$ cat src/rtl/float2fix_pkg.sv
// Shared constants, latency helper and result record for the float-to-fixed scheduler.
package float2fix_pkg;
   localparam int F2F_WOI   = 8;
   localparam int F2F_WOF   = 8;
   localparam int F2F_NREQ  = 4;
   localparam int F2F_DEPTH = 8;

   function automatic int f2f_latency(input int woi, input int wof);
      return woi + wof + 3;
   endfunction

   function automatic int f2f_idw(input int n);
      return (n > 1) ? $clog2(n) : 1;
   endfunction

   // Result record at the default geometry; the top builds a same-shaped local copy.
   typedef struct packed {
      logic [F2F_WOI+F2F_WOF-1:0] data;
      logic                       overflow;
      logic [$clog2(F2F_NREQ)-1:0] id;
   } f2f_res_t;
endpackage

$ cat src/rtl/float2fix_scheduler_if.sv
// Requester and result-consumer bundle of the float-to-fixed scheduler.
interface float2fix_scheduler_if #(
   parameter int NREQ = 4,
   parameter int W    = 16,
   parameter int IDW  = 2
);
   logic [NREQ-1:0]       req_valid;
   logic [NREQ-1:0][31:0] req_data;
   logic [NREQ-1:0]       req_ready;
   logic                  res_valid;
   logic                  res_ready;
   logic [W-1:0]          res_data;
   logic                  res_overflow;
   logic [IDW-1:0]        res_id;

   modport master (
      output req_valid, req_data, res_ready,
      input  req_ready, res_valid, res_data, res_overflow, res_id
   );

   modport slave (
      input  req_valid, req_data, res_ready,
      output req_ready, res_valid, res_data, res_overflow, res_id
   );
endinterface

$ cat src/rtl/float2fix_rr_arb.sv
// NREQ-way round-robin grant: first request at or after ptr_i, wrapping.
module float2fix_rr_arb #(
   parameter int NREQ = 4,
   parameter int IDW  = 2
) (
   input  logic [NREQ-1:0] req_i,
   input  logic [IDW-1:0]  ptr_i,
   output logic [NREQ-1:0] gnt_o,
   output logic [IDW-1:0]  gnt_id_o,
   output logic            gnt_vld_o
);
   always_comb begin
      gnt_o     = '0;
      gnt_id_o  = '0;
      gnt_vld_o = 1'b0;
      for (int j = 0; j < NREQ; j++) begin
         if (!gnt_vld_o && req_i[j] && j >= int'(ptr_i)) begin
            gnt_vld_o = 1'b1;
            gnt_o[j]  = 1'b1;
            gnt_id_o  = IDW'(j);
         end
      end
      for (int j = 0; j < NREQ; j++) begin
         if (!gnt_vld_o && req_i[j]) begin
            gnt_vld_o = 1'b1;
            gnt_o[j]  = 1'b1;
            gnt_id_o  = IDW'(j);
         end
      end
   end
endmodule

$ cat src/rtl/pipe_Float32toFixedPoint.sv
// float32 -> signed WOI.WOF fixed point with saturation; fixed latency, no stall.
module pipe_Float32toFixedPoint
   import float2fix_pkg::*;
#(
   parameter int WOI   = 8,
   parameter int WOF   = 8,
   parameter int ROUND = 1
) (
   input  logic               clk,
   input  logic               rst,
   input  logic [31:0]        in_i,
   output logic [WOI+WOF-1:0] out_o,
   output logic               overflow_o
);
   localparam int W = WOI + WOF;
   localparam int L = f2f_latency(WOI, WOF);

   typedef struct packed {
      logic [W-1:0] data;
      logic         ovf;
   } cv_t;

   cv_t           cv_d;
   cv_t [L-1:0]   pipe_q;
   logic [7:0]    exp_w;
   logic [23:0]   man_w;
   logic [63:0]   mag_w;
   logic          big_w;
   int            sh_w;

   // Scaled value is man * 2^sh; denormals flush to zero, Inf/NaN saturate.
   always_comb begin
      exp_w = in_i[30:23];
      man_w = {(exp_w != 8'd0), in_i[22:0]};
      sh_w  = int'(exp_w) - 150 + WOF;
      mag_w = '0;
      big_w = 1'b0;
      if (exp_w == 8'hFF || sh_w > 40) begin
         big_w = 1'b1;
      end else if (exp_w == 8'd0) begin
         mag_w = '0;
      end else if (sh_w >= 0) begin
         mag_w = 64'(man_w) << sh_w;
      end else if (sh_w > -25) begin
         mag_w = (64'(man_w) + ((ROUND != 0) ? (64'd1 << (-sh_w - 1)) : 64'd0)) >> (-sh_w);
      end
      if (!big_w)
         big_w = in_i[31] ? (mag_w > (64'd1 << (W-1)))
                          : (mag_w > ((64'd1 << (W-1)) - 64'd1));
      cv_d.ovf = big_w;
      if (big_w)
         cv_d.data = in_i[31] ? {1'b1, {(W-1){1'b0}}} : {1'b0, {(W-1){1'b1}}};
      else
         cv_d.data = in_i[31] ? W'(-mag_w) : W'(mag_w);
   end

   always_ff @(posedge clk) begin
      if (rst) pipe_q <= '0;
      else     pipe_q <= {pipe_q[L-2:0], cv_d};
   end

   assign out_o      = pipe_q[L-1].data;
   assign overflow_o = pipe_q[L-1].ovf;
endmodule

$ cat src/rtl/float2fix_scheduler.sv
// Credit-limited round-robin sharing of one float->fixed converter among NREQ
// requesters, with an in-order FWFT result FIFO.
module float2fix_scheduler
   import float2fix_pkg::*;
#(
   parameter int WOI   = F2F_WOI,
   parameter int WOF   = F2F_WOF,
   parameter int ROUND = 1,
   parameter int NREQ  = F2F_NREQ,
   parameter int DEPTH = F2F_DEPTH
) (
   input  logic                  clk,
   input  logic                  rst,
   float2fix_scheduler_if.slave  bus,
   output logic                  busy
);
   localparam int W   = WOI + WOF;
   localparam int L   = f2f_latency(WOI, WOF);
   localparam int IDW = f2f_idw(NREQ);
   localparam int AW  = $clog2(DEPTH);
   localparam int CW  = AW + 1;

   typedef struct packed {
      logic [W-1:0]   data;
      logic           overflow;
      logic [IDW-1:0] id;
   } res_t;

   logic [IDW-1:0]        rr_ptr_q, rr_ptr_d;
   logic [CW-1:0]         inflight_q, inflight_d;
   logic [CW-1:0]         cnt_q, cnt_d;
   logic [AW-1:0]         wr_ptr_q, rd_ptr_q;
   logic [L-1:0]          tag_vld_q;
   logic [L-1:0][IDW-1:0] tag_id_q;
   res_t                  mem_q [DEPTH];
   res_t                  wr_ent, rd_ent;

   logic [NREQ-1:0]       gnt;
   logic [IDW-1:0]        gnt_id;
   logic                  gnt_vld;
   logic                  credit_ok, issue, push, pop, res_valid;
   logic [W-1:0]          cv_data;
   logic                  cv_ovf;

   // Registered counts only: a pop frees its credit for the next cycle.
   assign credit_ok = (inflight_q + cnt_q) < CW'(DEPTH);

   float2fix_rr_arb #(.NREQ(NREQ), .IDW(IDW)) u_arb (
      .req_i     (bus.req_valid),
      .ptr_i     (rr_ptr_q),
      .gnt_o     (gnt),
      .gnt_id_o  (gnt_id),
      .gnt_vld_o (gnt_vld)
   );

   assign bus.req_ready = (credit_ok && !rst) ? gnt : '0;
   assign issue         = gnt_vld && credit_ok && !rst;

   pipe_Float32toFixedPoint #(.WOI(WOI), .WOF(WOF), .ROUND(ROUND)) u_cvt (
      .clk        (clk),
      .rst        (rst),
      .in_i       (bus.req_data[gnt_id]),
      .out_o      (cv_data),
      .overflow_o (cv_ovf)
   );

   assign push      = tag_vld_q[L-1];
   assign res_valid = (cnt_q != '0);
   assign pop       = res_valid && bus.res_ready;

   always_comb begin
      rr_ptr_d = rr_ptr_q;
      if (issue) rr_ptr_d = (gnt_id == IDW'(NREQ-1)) ? '0 : gnt_id + IDW'(1);
      inflight_d      = inflight_q + CW'(issue) - CW'(push);
      cnt_d           = cnt_q + CW'(push) - CW'(pop);
      wr_ent.data     = cv_data;
      wr_ent.overflow = cv_ovf;
      wr_ent.id       = tag_id_q[L-1];
   end

   always_ff @(posedge clk) begin
      if (rst) begin
         rr_ptr_q   <= '0;
         inflight_q <= '0;
         cnt_q      <= '0;
         wr_ptr_q   <= '0;
         rd_ptr_q   <= '0;
         tag_vld_q  <= '0;
      end else begin
         rr_ptr_q   <= rr_ptr_d;
         inflight_q <= inflight_d;
         cnt_q      <= cnt_d;
         tag_vld_q  <= {tag_vld_q[L-2:0], issue};
         if (push) wr_ptr_q <= wr_ptr_q + AW'(1);
         if (pop)  rd_ptr_q <= rd_ptr_q + AW'(1);
      end
   end

   // Payload needs no reset: tag valids and the FIFO count qualify every use.
   always_ff @(posedge clk) begin
      tag_id_q <= {tag_id_q[L-2:0], gnt_id};
      if (push) mem_q[wr_ptr_q] <= wr_ent;
   end

   assign rd_ent           = mem_q[rd_ptr_q];
   assign bus.res_valid    = res_valid;
   assign bus.res_data     = res_valid ? rd_ent.data : '0;
   assign bus.res_overflow = res_valid && rd_ent.overflow;
   assign bus.res_id       = res_valid ? rd_ent.id : '0;
   assign busy             = (inflight_q != '0) || res_valid;
endmodule

$ cat src/flat_wrapper.sv
// flat-port wrapper written by rule: the top's interface ports become plain ports
module float2fix_scheduler_flat import float2fix_pkg::*;
#(
   parameter int WOI   = F2F_WOI,
   parameter int WOF   = F2F_WOF,
   parameter int ROUND = 1,
   parameter int NREQ  = F2F_NREQ,
   parameter int DEPTH = F2F_DEPTH
)
  (clk, rst, busy, bus_req_valid, bus_req_data, bus_res_ready, bus_req_ready, bus_res_valid, bus_res_data, bus_res_overflow, bus_res_id);
  float2fix_scheduler_if #(.NREQ(NREQ), .W((F2F_WOI + F2F_WOF)), .IDW((f2f_idw(NREQ)))) bus_i ();
  input  logic clk;
  input  logic rst;
  output logic busy;
  input wire logic [$bits(bus_i.req_valid)-1:0] bus_req_valid;
  input wire logic [$bits(bus_i.req_data)-1:0] bus_req_data;
  input wire logic [$bits(bus_i.res_ready)-1:0] bus_res_ready;
  output wire logic [$bits(bus_i.req_ready)-1:0] bus_req_ready;
  output wire logic [$bits(bus_i.res_valid)-1:0] bus_res_valid;
  output wire logic [$bits(bus_i.res_data)-1:0] bus_res_data;
  output wire logic [$bits(bus_i.res_overflow)-1:0] bus_res_overflow;
  output wire logic [$bits(bus_i.res_id)-1:0] bus_res_id;
  assign bus_i.req_valid = bus_req_valid;
  assign bus_i.req_data = bus_req_data;
  assign bus_i.res_ready = bus_res_ready;
  assign bus_req_ready = bus_i.req_ready;
  assign bus_res_valid = bus_i.res_valid;
  assign bus_res_data = bus_i.res_data;
  assign bus_res_overflow = bus_i.res_overflow;
  assign bus_res_id = bus_i.res_id;
  float2fix_scheduler #(.WOI(WOI), .WOF(WOF), .ROUND(ROUND), .NREQ(NREQ), .DEPTH(DEPTH)) u_core (.clk(clk), .rst(rst), .bus(bus_i), .busy(busy));
endmodule
$ cat config.mk
export PLATFORM = sky130hd
export DESIGN_NAME = float2fix_scheduler_flat
export DESIGN_NICKNAME = d
export VERILOG_FILES = /design/src/rtl/float2fix_pkg.sv /design/src/rtl/float2fix_scheduler_if.sv /design/src/rtl/float2fix_rr_arb.sv /design/src/rtl/pipe_Float32toFixedPoint.sv /design/src/rtl/float2fix_scheduler.sv /design/src/flat_wrapper.sv
export SDC_FILE = /design/constraint.sdc
export NUM_CORES = 1
export LEC_CHECK = 0
export CAP_MARGIN = 20
export CORE_MARGIN = 2
export CORE_UTILIZATION = 54
export DETAILED_ROUTE_END_ITERATION = 10
export PLACE_DENSITY_LB_ADDON = 0.25
export SLEW_MARGIN = 20
export SYNTH_ARGS = -nofsm -noshare
export SYNTH_HDL_FRONTEND = slang
export SYNTH_SLANG_ARGS = --single-unit
$ cat constraint.sdc
create_clock -name clk -period 14.13 [get_ports clk]
set_input_delay 2.826 -clock clk [delete_from_list [all_inputs] [get_ports clk]]
set_output_delay 2.826 -clock clk [all_outputs]
set_load 0.03 [all_outputs]
==> impl_metrics.csv <==
group,metric,value,unit
final_layout,layout_commonest_cell,"dfxtp_1",
place,dp_hpwl,53.5,mm
worst_setup_path,crit_type,"in -> reg",
detailed_routing,drt_iter0_drc,1989,
final_layout,area_growth,17.5,%
detailed_routing,wl,73.7,mm
timing,setup_viol,0,
worst_setup_path,required,14590,ps
clock_tree,cts_max_path_buffers,3,
synthesis,synth_area,0.0256,mm2
synthesis,synth-compound-area-share,14.1,%
synthesis,synth_xor_area_share,1.52,%
final_layout,final_net_count,2944,
synthesis,yosysUniqueCellTypes,100,
worst_setup_path,cpPeakStageDelay,630,ps
synthesis,synthAdderAreaFrac,2.77,%
worst_setup_path,critPathCaptureType,"flip-flop",
floorplanning,row_count,79,
grt,overflow,0,
timing,worst_slack,723,ps
timing,fmax,74.6,MHz
place,dp_cells,3310,
detailed_routing,ant_nets,0,
worst_setup_path,cpLargestDelayFamily,"simple AND/OR/NAND/NOR gates",
min_path,hp-class,"reg -> reg",
floorplanning,core-area,0.0467,mm2
timing,finalHoldViolCount,0,
clock_tree,cts_buffers,48,
final_layout,fin_cells,3398,
timing,finalCriticalPeriod,13410,ps
synthesis,synth_area_leader_cell,"dfxtp_1",
worst_setup_path,cp_num_buf_inv,7,
clock_tree,cts.sinks,551,
clock_tree,htreeDepth,2,
grt,grt_pass1_wl,114,mm
status,status,"finished, violations left",
synthesis,ys_seq_elements,551,
place,io_buffers,159,
clock_tree,ctsHoldBuffers,0,
synthesis,synth_edf_count,152,
power,total_power,6.92,mW
floorplanning,die_w,222,um
timing,relSlewSlack,30.4,%
status,violations,"design-rule violations",
final_layout,nFillCells,3713,
floorplanning,initial_core_util,54.9,%
power,seqPwrFrac,25.0,%
final_layout,mostFrequentLayoutCells,"dfxtp_1, nor2b_1, nor2_1",
power,ir_worst_vdd,0.129,mV
synthesis,syn_avg_cell_area,9.98,um2
clock_tree,clk_latency,550,ps
worst_setup_path,cp.arrival,13870,ps
synthesis,syn-instance-count,2567,
synthesis,synth_nets,2757,
grt,grt_antenna_before_repair,4,
place,gp_congestion,0.978,
detailed_routing,vias_per_cell,5.97,
timing,finalCritPeriodShare,94.9,%
final_layout,drive_above_1_share,12.1,%
timing,setup_tns,0,ps
floorplanning,pin_count,160,
grt,grt_max_degree,110,
detailed_routing,wl_per_cell,21.7,um
synthesis,ys_seq_area_share,49.0,%
synthesis,synth_flop_cell,"dfxtp_1",
power,p_per_area,230,mW/mm2
worst_setup_path,cp-start-kind,"input port",
place,dp_slack,-280,ps
power,switchingPower,3.14,mW
synthesis,synth_top_family_by_area,"simple AND/OR/NAND/NOR gates",
clock_tree,root_buffer,"clkbuf_16",
final_layout,final_util,64.5,%
grt,grt_pass1_vias,19853,
worst_setup_path,cp_slowest_cell,"or4b_2",
detailed_routing,drc,9,
power,clockPowerShare,18.7,%
power,power_frac_comb,56.3,%
power,swShare,45.4,%
power,leakage,11.4,nW
synthesis,muxShareOfSynthArea,8.14,%
floorplanning,die_h,222,um
synthesis,synth_top_area_share,31.2,%
detailed_routing,dr.pass1.iters,8,
clock_tree,cts_tree,"yes",
power,internal_power,3.78,mW
synthesis,synth.top_cells.by_area,"dfxtp_1, edfxtp_1, nor2b_1",
synthesis,async_flop_share,0,%
floorplanning,die_area,0.0492,mm2
worst_setup_path,cp_max_fo,9,
timing,maxSlewViolCount,0,
grt,grtUsageTotal,29.4,%
timing,fin_skew,13.0,ps
synthesis,yosysWarnings,0,
run,cap_viol_max_count,0,
final_layout,diodes,0,
timing,tightest_slew,1040,ps
synthesis,synthSimpleGateAreaFrac,20.7,%
clock_tree,clkSlewWorstSetupHoldPaths,60,ps
detailed_routing,vias,20295,
## sequential cells by signal, indices dropped and copies added (netlist names), named ones only
register,count
u_core.inflight_q,4
u_core.mem_q,152
u_core.cnt_q,4
u_core.u_cvt.overflow_o,1
u_core.rd_ptr_q,3
u_core.u_cvt.pipe_q,306
u_core.rr_ptr_q,2
u_core.wr_ptr_q,3
u_core.tag_vld_q,19
u_core.tag_id_q,38
u_core.u_cvt.out_o,16
## power groups by stage
stage	clock, mW	combinational, mW	sequential, mW
2_1_floorplan	0	2.51	1.75
3_3_place_gp	0	3.72	1.76
3_5_place_dp	0	3.71	1.76
4_1_cts	1.32	3.74	1.73
5_1_grt	1.39	4.15	1.73
6_report	1.29	3.90	1.73
## timing repair
| action | 4_1_cts | 5_1_grt |
|---|---|---|
| buffers inserted | 0 | 1 |
| gates resized for setup | 0 | 24 |
| setup endpoints to repair | 0 | 17 |
## metal layers
metal  vias up  GRT usage [%]  share of wire, %
met1      9759           40.5                44
li1       9566              -                 -
met2       824           48.7                46
met3       140           4.57               7.3
met4         6           7.80               2.6
met5         -              0             0.056
## synthesized netlist by cell type, types with 35 or more instances
master / instances
dfxtp_1: 399
nor2b_1: 341
nor2_1: 214
nand2_1: 200
edfxtp_1: 152
a21oi_1: 123
mux2i_1: 97
clkbuf_1: 94
o21ai_0: 77
inv_1: 65
nand3_1: 55
ha_1: 52
nor3_1: 45
mux4_2: 43
a211oi_1: 35
## logic make-up (layout without fill, tap and decap cells)
family / after synthesis / after routing
compound gates: 524 / 524
xor+xnor: 42 / 42
fa+ha+maj: 55 / 55
buf+inv: 227 / 451
flops: 551 / 551
mux: 153 / 153
simple gates: 1015 / 1015
## layout make-up
cell class	count	area [um2]	area share (%)
well taps	607	759	2.52
inverters	71	267	0.885
multi-input cells	1789	12300	40.9
flip-flops and latches	551	12600	41.7
clock inverters	16	188	0.623
repair buffers	293	2630	8.72
clock buffers	71	1410	4.68
## per-stage QoR
step	hold slack [ps]	instance area, um2
5_1_grt	309	30100
6_report	318	30100
3_3_place_gp	310	28400
3_5_place_dp	312	28400
4_1_cts	320	30000
2_1_floorplan	310	25700
## final timing paths
path / start / end / slack, ps / depth (start not counted)
hold reg to reg: u_core.tag_id_q[21] / u_core.tag_id_q[23] / 320 / 0
hold / removal: u_core.tag_id_q[21] / u_core.tag_id_q[23] / 320 / 0
setup reg to reg: u_core.rr_ptr_q[0] / u_core.u_cvt.pipe_q[9] / 3090 / 48
setup / recovery: bus_req_valid[1] / u_core.u_cvt.pipe_q[9] / 720 / 51
No activity file was read; power rests on OpenSTA's default activity.
